===== src/rtl/pool_pkg.sv =====
// pool_pkg: shared constants for the 2x2 pooling stream (mode encodings, default pixel width)
package pool_pkg;
    localparam logic MODE_MAX = 1'b0;
    localparam logic MODE_AVG = 1'b1;
    localparam int   DW_DEF   = 8;
endpackage


===== src/rtl/pool_stream_if.sv =====
// pool_stream_if: pixel stream in/out handshake bundle
//   in_data/in_valid/in_ready          : input pixel stream (raster order)
//   out_data/out_valid/out_ready/out_last : pooled output stream, out_last marks frame end
//   slave  : pooling block side, master : producer/consumer side
interface pool_stream_if import pool_pkg::*; #(parameter int DW = DW_DEF);
    logic signed [DW-1:0] in_data;
    logic                 in_valid;
    logic                 in_ready;
    logic signed [DW-1:0] out_data;
    logic                 out_valid;
    logic                 out_ready;
    logic                 out_last;
    modport slave (input in_data, in_valid, out_ready, output in_ready, out_data, out_valid, out_last);
    modport master(output in_data, in_valid, out_ready, input in_ready, out_data, out_valid, out_last);
endinterface


===== src/rtl/pool_pair.sv =====
// pool_pair: combines two signed values as max or sum (one bit wider)
//   mode : MODE_MAX selects signed max, MODE_AVG selects signed sum
//   a, b : W-bit signed operands
//   y    : W+1-bit signed result (max is sign-extended)
module pool_pair import pool_pkg::*; #(
    parameter int W = DW_DEF
) (
    input  logic                mode,
    input  logic signed [W-1:0] a,
    input  logic signed [W-1:0] b,
    output logic signed [W:0]   y
);
    logic signed [W:0] ax, bx;
    assign ax = a;
    assign bx = b;
    always_comb y = (mode == MODE_AVG) ? ax + bx : ((ax > bx) ? ax : bx);
endmodule


===== src/rtl/pool_stream.sv =====
// pool_stream: streaming 2x2 max/average pooling over a raster-order feature map
//   clk   : rising-edge clock
//   rst_n : synchronous active-low reset
//   mode  : pooling mode, sampled at the first pixel of each frame
//   s     : pixel stream bundle (slave side), output latency 1 after the completing pixel
module pool_stream import pool_pkg::*; #(
    parameter int DW    = DW_DEF,
    parameter int IMG_W = 24,
    parameter int IMG_H = 24
) (
    input  logic clk,
    input  logic rst_n,
    input  logic mode,
    pool_stream_if.slave s
);
    localparam int CW = $clog2(IMG_W);
    localparam int RW = $clog2(IMG_H);
    localparam int LN = IMG_W / 2;
    localparam int LW = (LN > 1) ? $clog2(LN) : 1;

    logic [CW-1:0]        col;
    logic [RW-1:0]        row;
    logic                 mode_q;
    logic signed [DW-1:0] held;
    logic signed [DW:0]   lb [LN];
    logic signed [DW:0]   p;
    logic signed [DW+1:0] v;
    logic signed [DW-1:0] res;
    logic [LW-1:0]        idx;
    logic                 acc, col_end, row_end;

    assign s.in_ready = !s.out_valid || s.out_ready;
    assign acc        = s.in_valid && s.in_ready;
    assign col_end    = col == CW'(IMG_W - 1);
    assign row_end    = row == RW'(IMG_H - 1);
    assign idx        = LW'(col >> 1);

    pool_pair #(.W(DW))     u_h (.mode(mode_q), .a(held),    .b(s.in_data), .y(p));
    pool_pair #(.W(DW + 1)) u_v (.mode(mode_q), .a(lb[idx]), .b(p),         .y(v));

    // four-pixel sum divided by 4 with floor; max already fits in DW bits
    assign res = (mode_q == MODE_AVG) ? DW'(v >>> 2) : DW'(v);

    always_ff @(posedge clk) begin
        if (!rst_n) begin
            col         <= '0;
            row         <= '0;
            mode_q      <= MODE_MAX;
            held        <= '0;
            s.out_valid <= 1'b0;
            s.out_last  <= 1'b0;
            s.out_data  <= '0;
        end else begin
            if (acc) begin
                col <= col_end ? '0 : col + 1'b1;
                if (col_end) row <= row_end ? '0 : row + 1'b1;
                if (col == '0 && row == '0) mode_q <= mode;
                if (!col[0]) held <= s.in_data;
            end
            if (acc && col[0] && row[0]) begin
                s.out_data  <= res;
                s.out_valid <= 1'b1;
                s.out_last  <= col_end && row_end;
            end else if (s.out_ready) begin
                s.out_valid <= 1'b0;
            end
        end
    end

    // even rows park their horizontal pair results for the odd row below
    always_ff @(posedge clk) begin
        if (acc && col[0] && !row[0]) lb[idx] <= p;
    end
endmodule


===== src/flat_wrapper.sv =====
// flat-port wrapper written by rule: the top's interface ports become plain ports
module pool_stream_flat import pool_pkg::*;
#(
    parameter int DW    = DW_DEF,
    parameter int IMG_W = 24,
    parameter int IMG_H = 24
)
  (clk, rst_n, mode, s_in_data, s_in_valid, s_out_ready, s_in_ready, s_out_data, s_out_valid, s_out_last);
  pool_stream_if #(.DW(DW)) s_i ();
  input  logic clk;
  input  logic rst_n;
  input  logic mode;
  input wire logic [$bits(s_i.in_data)-1:0] s_in_data;
  input wire logic [$bits(s_i.in_valid)-1:0] s_in_valid;
  input wire logic [$bits(s_i.out_ready)-1:0] s_out_ready;
  output wire logic [$bits(s_i.in_ready)-1:0] s_in_ready;
  output wire logic [$bits(s_i.out_data)-1:0] s_out_data;
  output wire logic [$bits(s_i.out_valid)-1:0] s_out_valid;
  output wire logic [$bits(s_i.out_last)-1:0] s_out_last;
  assign s_i.in_data = s_in_data;
  assign s_i.in_valid = s_in_valid;
  assign s_i.out_ready = s_out_ready;
  assign s_in_ready = s_i.in_ready;
  assign s_out_data = s_i.out_data;
  assign s_out_valid = s_i.out_valid;
  assign s_out_last = s_i.out_last;
  pool_stream #(.DW(DW), .IMG_W(IMG_W), .IMG_H(IMG_H)) u_core (.clk(clk), .rst_n(rst_n), .mode(mode), .s(s_i));
endmodule

===== config.mk =====
export PLATFORM = sky130hd
export DESIGN_NAME = pool_stream_flat
export DESIGN_NICKNAME = d
export VERILOG_FILES = /design/src/rtl/pool_pkg.sv /design/src/rtl/pool_stream_if.sv /design/src/rtl/pool_pair.sv /design/src/rtl/pool_stream.sv /design/src/flat_wrapper.sv
export SDC_FILE = /design/constraint.sdc
export NUM_CORES = 1
export LEC_CHECK = 0
export CAP_MARGIN = 10
export CELL_PAD_IN_SITES_DETAIL_PLACEMENT = 0
export CELL_PAD_IN_SITES_GLOBAL_PLACEMENT = 2
export CORE_AREA = 2 2 206 148
export DETAILED_ROUTE_END_ITERATION = 10
export DIE_AREA = 0 0 208 150
export PLACE_DENSITY = 0.63
export SYNTH_ARGS = -nofsm -noshare
export SYNTH_HDL_FRONTEND = slang
export SYNTH_HIERARCHICAL = 1
export SYNTH_SLANG_ARGS = --single-unit

===== constraint.sdc =====
create_clock -name clk -period 5.8 [get_ports clk]
set_clock_uncertainty 0.2 [all_clocks]
set_input_delay 1.45 -clock clk [delete_from_list [all_inputs] [get_ports clk]]
set_output_delay 1.45 -clock clk [all_outputs]
set_load 0.02 [all_outputs]

==> flow_metrics.tcl <==
set metrics [dict create \
    status "complete, no violations" \
    drcViolationCount 0 \
    setup_viol_count_final 0 \
    synth_top_cell_by_area "edfxtp_1" \
    syn_inst 585 \
    r2r_cells 13 \
    holdPathStages 2 \
    synth.area.top_cells "edfxtp_1 (45%), dfxtp_1 (9.2%), ha_1 (6.6%), mux2i_1 (5.0%), mux2_2 (2.8%)" \
    clock_sinks 141 \
    critPathMaxStageDelay_ns 0.48 \
    rows 53 \
    chipWidth_um 208 \
    syn-num-nets 638 \
    track_usage 0.126 \
    post-route-util 0.309 \
    hold_buffers 0 \
    met3_usage 0.0258 \
    cts_root_buf "clkbuf_16" \
    peakVddDrop_mv 0.195 \
    async_reset_ff_frac 0 \
    startpoint_type "input pin" \
    hold-worst-slack_ns 0.265 \
    die_h_um 150 \
    fin_nets 731 \
    grt_remaining_overflow 0 \
    cts_buffer_depth 2 \
    netlist_area_um2 7210 \
    cts_inserted_buffers 17 \
    dp_hpwl_mm 13.9 \
    worstMarginPinSlew_ns 1.17 \
    syn2layout_area_growth_pct 25.6 \
    crit_chain "clkdlybuf4s50_1, inv_1, ha_1, a21o_1, a211oi_2, a21oi_2, nor2_4, mux2i_2, o21ai_1, inv_1, ha_1, buf_4, a2111oi_2, nor3_1, or3_1, nand3_1, o311ai_2, mux2i_1, a211oi_1" \
    arrival_ns 5.66 \
    crit_fanout 8 \
    p_leak_nw 3.12 \
    required_ns 5.86 \
    num_vias 4928 \
    powerDensity_nw_per_um2 311 \
    tritoncts "done" \
    fin_crit_sh 0.964 \
    first_iter_violations 308 \
    final_layout_size_suffix_gt1_frac 0.246 \
    grt_first_pass_wirelength_mm 29.4 \
    ys_ff_latch 141 \
    postRouteAntennaNets 0 \
    synth_top_area_share 0.450 \
    clk_pin_slew_ns 0.06 \
    rrSetupSlack_ns 1.21 \
    antenna_found_initial 0 \
    yosysMostFrequentCell "edfxtp_1" \
    wl_mm 19.3 \
    h-tree-depth 4 \
    fin_crit_ns 5.59 \
    port_buffers 23 \
    ys_top_cells_by_count "edfxtp_1 (108), nand2_1 (41), inv_1 (39), ha_1 (38), mux2i_1 (36)" \
    top_usage_layer "met2" \
    synth_cell_types 69 \
    worstSetupEndpointType "flop" \
    syn_area_per_cell_um2 12.3 \
    place_area_um2 8340 \
    regToRegEndpoint "u_core/s.out_data[5]" \
    slowest_stage "clkdlybuf4s50_1" \
    viasPerCell 4.58 \
    yosys_warnings 6 \
    setup.worst_path.start "s_in_data[5]" \
    hold_path_end "u_core/s.out_last" \
    met2_usage 0.188 \
    hold_viol 0 \
    gp_congestion 0.811 \
    ys_seq_area_frac 0.542 \
    firstDrtPassIters 5 \
    rsz0062_at_grt "false" \
    ys.flop_type "edfxtp_1" \
    grtUsageMet1 0.187 \
    fin_area_um2 9050 \
    core_um2 29300 \
    grt_max_degree 51 \
    synth_edf_count 108 \
    crit_type "in2reg" \
    dieArea_um2 31200 \
    clock.fmax_ghz 0.179 \
    insertion_delay_ns 0.42 \
    start_util 0.246 \
    worstHoldStart "u_core/s.out_last" \
    grt_pass1_vias 5022 \
    wl_per_cell_um 17.9 \
    path_buf_inv 4 \
    slew_viol_final 0 \
    crit_family "compound AO/OA/AOI/OAI gates" \
    diodes 0 \
    drv_cap 0 \
    relSlewSlack 0.217 \
    tns_ns 0 \
    num_io_pins 24 \
    min_path_type "reg2reg" \
]
==> worst register-to-register path, cell delays in order (launching register included) <==
cell       delay [ns]
dfxtp_1          0.73
nor2_1           0.39
a221o_1          0.41
o21ai_0          0.64
ha_1             0.29
buf_4            0.12
nand2b_4         0.05
a2111oi_2        0.46
nor3_1           0.13
or3_1            0.40
nand3_1          0.13
o311ai_2         0.17
mux2i_1          0.24
a211oi_1         0.10
==> cell usage in the layout (no fill, tap or decap), types with 6 or more instances in the layout <==
cell             synthesis  routed
edfxtp_1               108     108
buf_4                    4      73
nand2_1                 41      41
inv_1                   39      39
ha_1                    38      38
nor2_1                  35      35
mux2i_1                 36      34
dfxtp_1                 33      31
a21oi_1                 31      29
clkdlybuf4s50_1          0      23
o21ai_0                 21      21
mux2_2                  18      18
clkbuf_16                0      17
o22ai_1                 11      11
a221o_1                  9       9
mux4_2                   9       9
nand3_1                  8       8
nor3_1                   8       8
nand4_1                  8       8
xor2_1                   8       8
nand4b_1                 7       7
a211oi_1                11       7
xnor2_1                  7       7
nor2b_1                  6       6
a211oi_2                 2       6
==> routing by layer <==
layer | vias to the layer above | share of wire
li1 | 2395 | -
met1 | 2449 | 0.53
met2 | 72 | 0.44
met3 | 12 | 0.032
met4 | 0 | 0.0055
met5 | - | 0
==> cell families (layout without fill, tap and decap cells) <==
group / after synthesis / count (layout) / synth area share
AND/OR/NAND/NOR: 145 / 145 / 0.112
adder cells (fa/ha/maj): 40 / 40 / 0.0715
AO/OA/AOI/OAI: 118 / 118 / 0.114
multiplexers: 63 / 63 / 0.106
flip-flops: 141 / 141 / 0.542
buffers and inverters: 63 / 168 / 0.0365
XOR/XNOR: 15 / 15 / 0.0182
==> where the power goes <==
part / internal, W / switching, W / leakage (nW)
Clock: 0.000674 / 0.000425 / 0.287
Combinational: 0.000258 / 0.000319 / 1.58
Sequential: 0.00112 / 0.0000180 / 1.25
==> final cells by class <==
class,instances,area [um2]
multi-input cells,381,3140
repair buffers,96,778
fillers,2965,20300
inverters,41,154
clock buffers,17,425
clock inverters,14,168
flip-flops and latches,141,3910
well taps,385,482
==> flip-flops by register name, summed over array words and instances, names as in the netlist, named ones only <==
register            cells
u_core/col              5
u_core/s.out_last       1
u_core/s.out_valid      1
u_core/s.out_data       8
u_core/lb             108
u_core/row              5
u_core/mode_q           1
u_core/held             8
==> stage by stage <==
step	power (W)	setup WS [ns]	instances
after floorplan	0.00146	0.315	585
after global placement	0.00170	-0.330	1041
after detailed placement	0.00171	-0.367	1041
after CTS	0.00281	0.0793	1072
after global routing	0.00293	0.0213	1075
final	0.00282	0.209	1075
==> repair_timing <==
action                                 in CTS  in global routing
buffers inserted                            0                  3
setup endpoints to repair                   0                  8
endpoints found under the hold margin       0                  0
resized for setup                           0                 16
==> worst max path at each step <==
stage	end	slack [ns]	depth (start not counted)
final	u_core/s.out_data[5]	0.21	19
after global routing	u_core/s.out_data[2]	0.02	20
after CTS	u_core/s.out_data[1]	0.08	20
after detailed placement	u_core/s.out_data[1]	-0.37	20
after global placement	u_core/s.out_data[3]	-0.33	20
after floorplan	u_core/s.out_data[6]	0.31	19
Note: power is estimated with default switching activity, not from simulation.
==> RTL change: new RTL, same settings <==
`IMG_W` is set to 24 in 2 places; all go to 36.
--- a/src/rtl/pool_stream.sv
+++ b/src/rtl/pool_stream.sv
@@ -5,7 +5,7 @@
 //   s     : pixel stream bundle (slave side), output latency 1 after the completing pixel
 module pool_stream import pool_pkg::*; #(
     parameter int DW    = DW_DEF,
-    parameter int IMG_W = 24,
+    parameter int IMG_W = 36,
     parameter int IMG_H = 24
 ) (
     input  logic clk,
--- a/src/flat_wrapper.sv
+++ b/src/flat_wrapper.sv
@@ -2,7 +2,7 @@
 module pool_stream_flat import pool_pkg::*;
 #(
     parameter int DW    = DW_DEF,
-    parameter int IMG_W = 24,
+    parameter int IMG_W = 36,
     parameter int IMG_H = 24
 )
   (clk, rst_n, mode, s_in_data, s_in_valid, s_out_ready, s_in_ready, s_out_data, s_out_valid, s_out_last);
Function: no difference found for any inputs over 10 cycles, from zero or initial values and one cycle with rst_n low; that may be too few to reach the edited logic, so the function may still have changed.
==> RTL change against the original RTL <==
  * Total power is 20% higher
  * Wire length is 24% higher
  * Combinational power up 4.0%
  * Non-clock buffer count is 11 higher
  * Sequential share of layout area up 6.3 points
  * Largest power group unchanged
  * Setup slack better by 63 ps
  * First-iteration DRC count is 24% higher
  * Design area increased by 24%
  * Cell count rose by 8.6%
  * Sequential cell count grew 56
  * Synthesized area is 30% higher
==> RTL change: results (changes against the original RTL) <==
[outcome]
status = completed

[global_route]
met3_usage_pct = 3.80  ; +1.2 points
grt_pass1_wl_um = 36300  ; +23%
track_usage_pct = 15.8  ; +3.2 points
first_global_vias = 5808  ; +16%
use_met1_pct = 24.3  ; +5.6 points
grt_max_degree = 50  ; -2.0%
antenna_found_initial = 0  ; unchanged
met2_usage_pct = 22.5  ; +3.7 points

[layout]
final_cells = 1167  ; +8.6%
nNetsFinal = 822  ; +12%
num_antenna_cells = 0  ; unchanged
reg_top3 = u_core/lb x162, u_core/held x8, u_core/s.out_data x8
drive_gt1_share_pct = 26.0  ; +1.3 points

[detailed_routing]
route.layer.met1.wl_um = 12700  ; +25%
via_per_inst = 5.04  ; +10%
wl_met2_um = 10100  ; +20%
wire_per_inst_um = 20.5  ; +14%
dr.pass1.iters = 5  ; unchanged
initialDrtViolationCount = 381  ; +24%
wl_met3_um = 953  ; +53%

[timing]
hold_ws_ps = 290  ; +25.5 ps
slew_headroom_pct = 24.3  ; +2.6 points
fin_crit_sh_pct = 95.3  ; -1.1 points

[logic_synthesis]
ys.flop_type = edfxtp_1
synth-xor-area-share_pct = 1.49  ; -0.33 points
synth_edf_count = 162  ; +50%
netlist_top_cells_area = edfxtp_1, dfxtp_1, mux4_2, ha_1, mux2i_1
seq_area_frac_synth_pct = 59.3  ; +5.1 points
syn_inst = 670  ; +15%
synth.area.mux_share_pct = 13.1  ; +2.5 points
synth_compound_area_share_pct = 8.69  ; -2.7 points
netlist-cell-type-count = 69  ; unchanged
syn-num-nets = 723  ; +13%
synthAdderAreaFrac_pct = 5.49  ; -1.7 points
synth_common_cells = edfxtp_1, nor2_1, inv_1

[power]
peakVddDrop_uv = 193  ; -1.2%
power_leakage_uw = 0.00385  ; +23%
power_uw = 3390  ; +20%
seq_power_uw = 1600  ; +40%
clockPowerShare_pct = 35.0  ; -4.0 points
swShare_pct = 26.7  ; -0.35 points

[setup_path]
arrival_ps = 5620  ; -40 ps
crit_path_end = u_core/s.out_data[1]$_SDFFE_PN0P_
path_max_fanout = 7  ; -1
worstReg2RegEnd = u_core/s.out_data[3]$_SDFFE_PN0P_
r2r_slack_ps = 1290  ; +80 ps
cp_slowest_cell = clkdlybuf4s50_1
critPathTopFamily = compound AO/OA/AOI/OAI gates
crit_start = s_in_data[5]
worstRegToRegCells = 13  ; unchanged

[placement]
dpl-instance-area_um2 = 10600  ; +28%
dp.cells = 1135  ; +9.0%
place.gp.congestion = 0.857  ; +5.7%
dp_hpwl_um = 16800  ; +21%
pre_cts_ws_ps = -250  ; +117 ps

[min_path]
min_path_type = reg -> reg

[clock_network]
cts_resized = 0  ; unchanged
cts_buffer_depth = 2  ; unchanged
insertion_delay_ps = 450  ; +30 ps

==> RTL change: logic make-up after synthesis <==
| logic type | count (synthesis) |
|---|---|
| DFF | 197 |
| xor gates and xnor gates | 16 |
| AOI/OAI and AO/OA | 118 |
| and+or+nand+nor | 148 |
| adders and majority gates | 40 |
| buffers and inverters | 69 |
| muxes | 82 |
==> RTL change: final cells by class <==
| cell class | count | area [um2] |
|---|---|---|
| fillers | 2772 | 18100 |
| flip-flops and latches | 197 | 5570 |
| multi-input cells | 404 | 3580 |
| repair buffers | 107 | 886 |
| well taps | 385 | 482 |
| clock buffers | 18 | 429 |
| inverters | 42 | 160 |
| clock inverters | 14 | 149 |
==> RTL change: worst register-to-register path: stages, from the launching register on <==
cell	delay, ps
dfxtp_2	660
buf_12	260
mux4_2	550
o21ai_0	580
nand2_1	340
ha_1	490
nand4_1	180
nor2_2	160
a21o_2	150
nor2_4	60
o311ai_1	250
buf_4	190
mux2i_1	70
a211oi_1	270
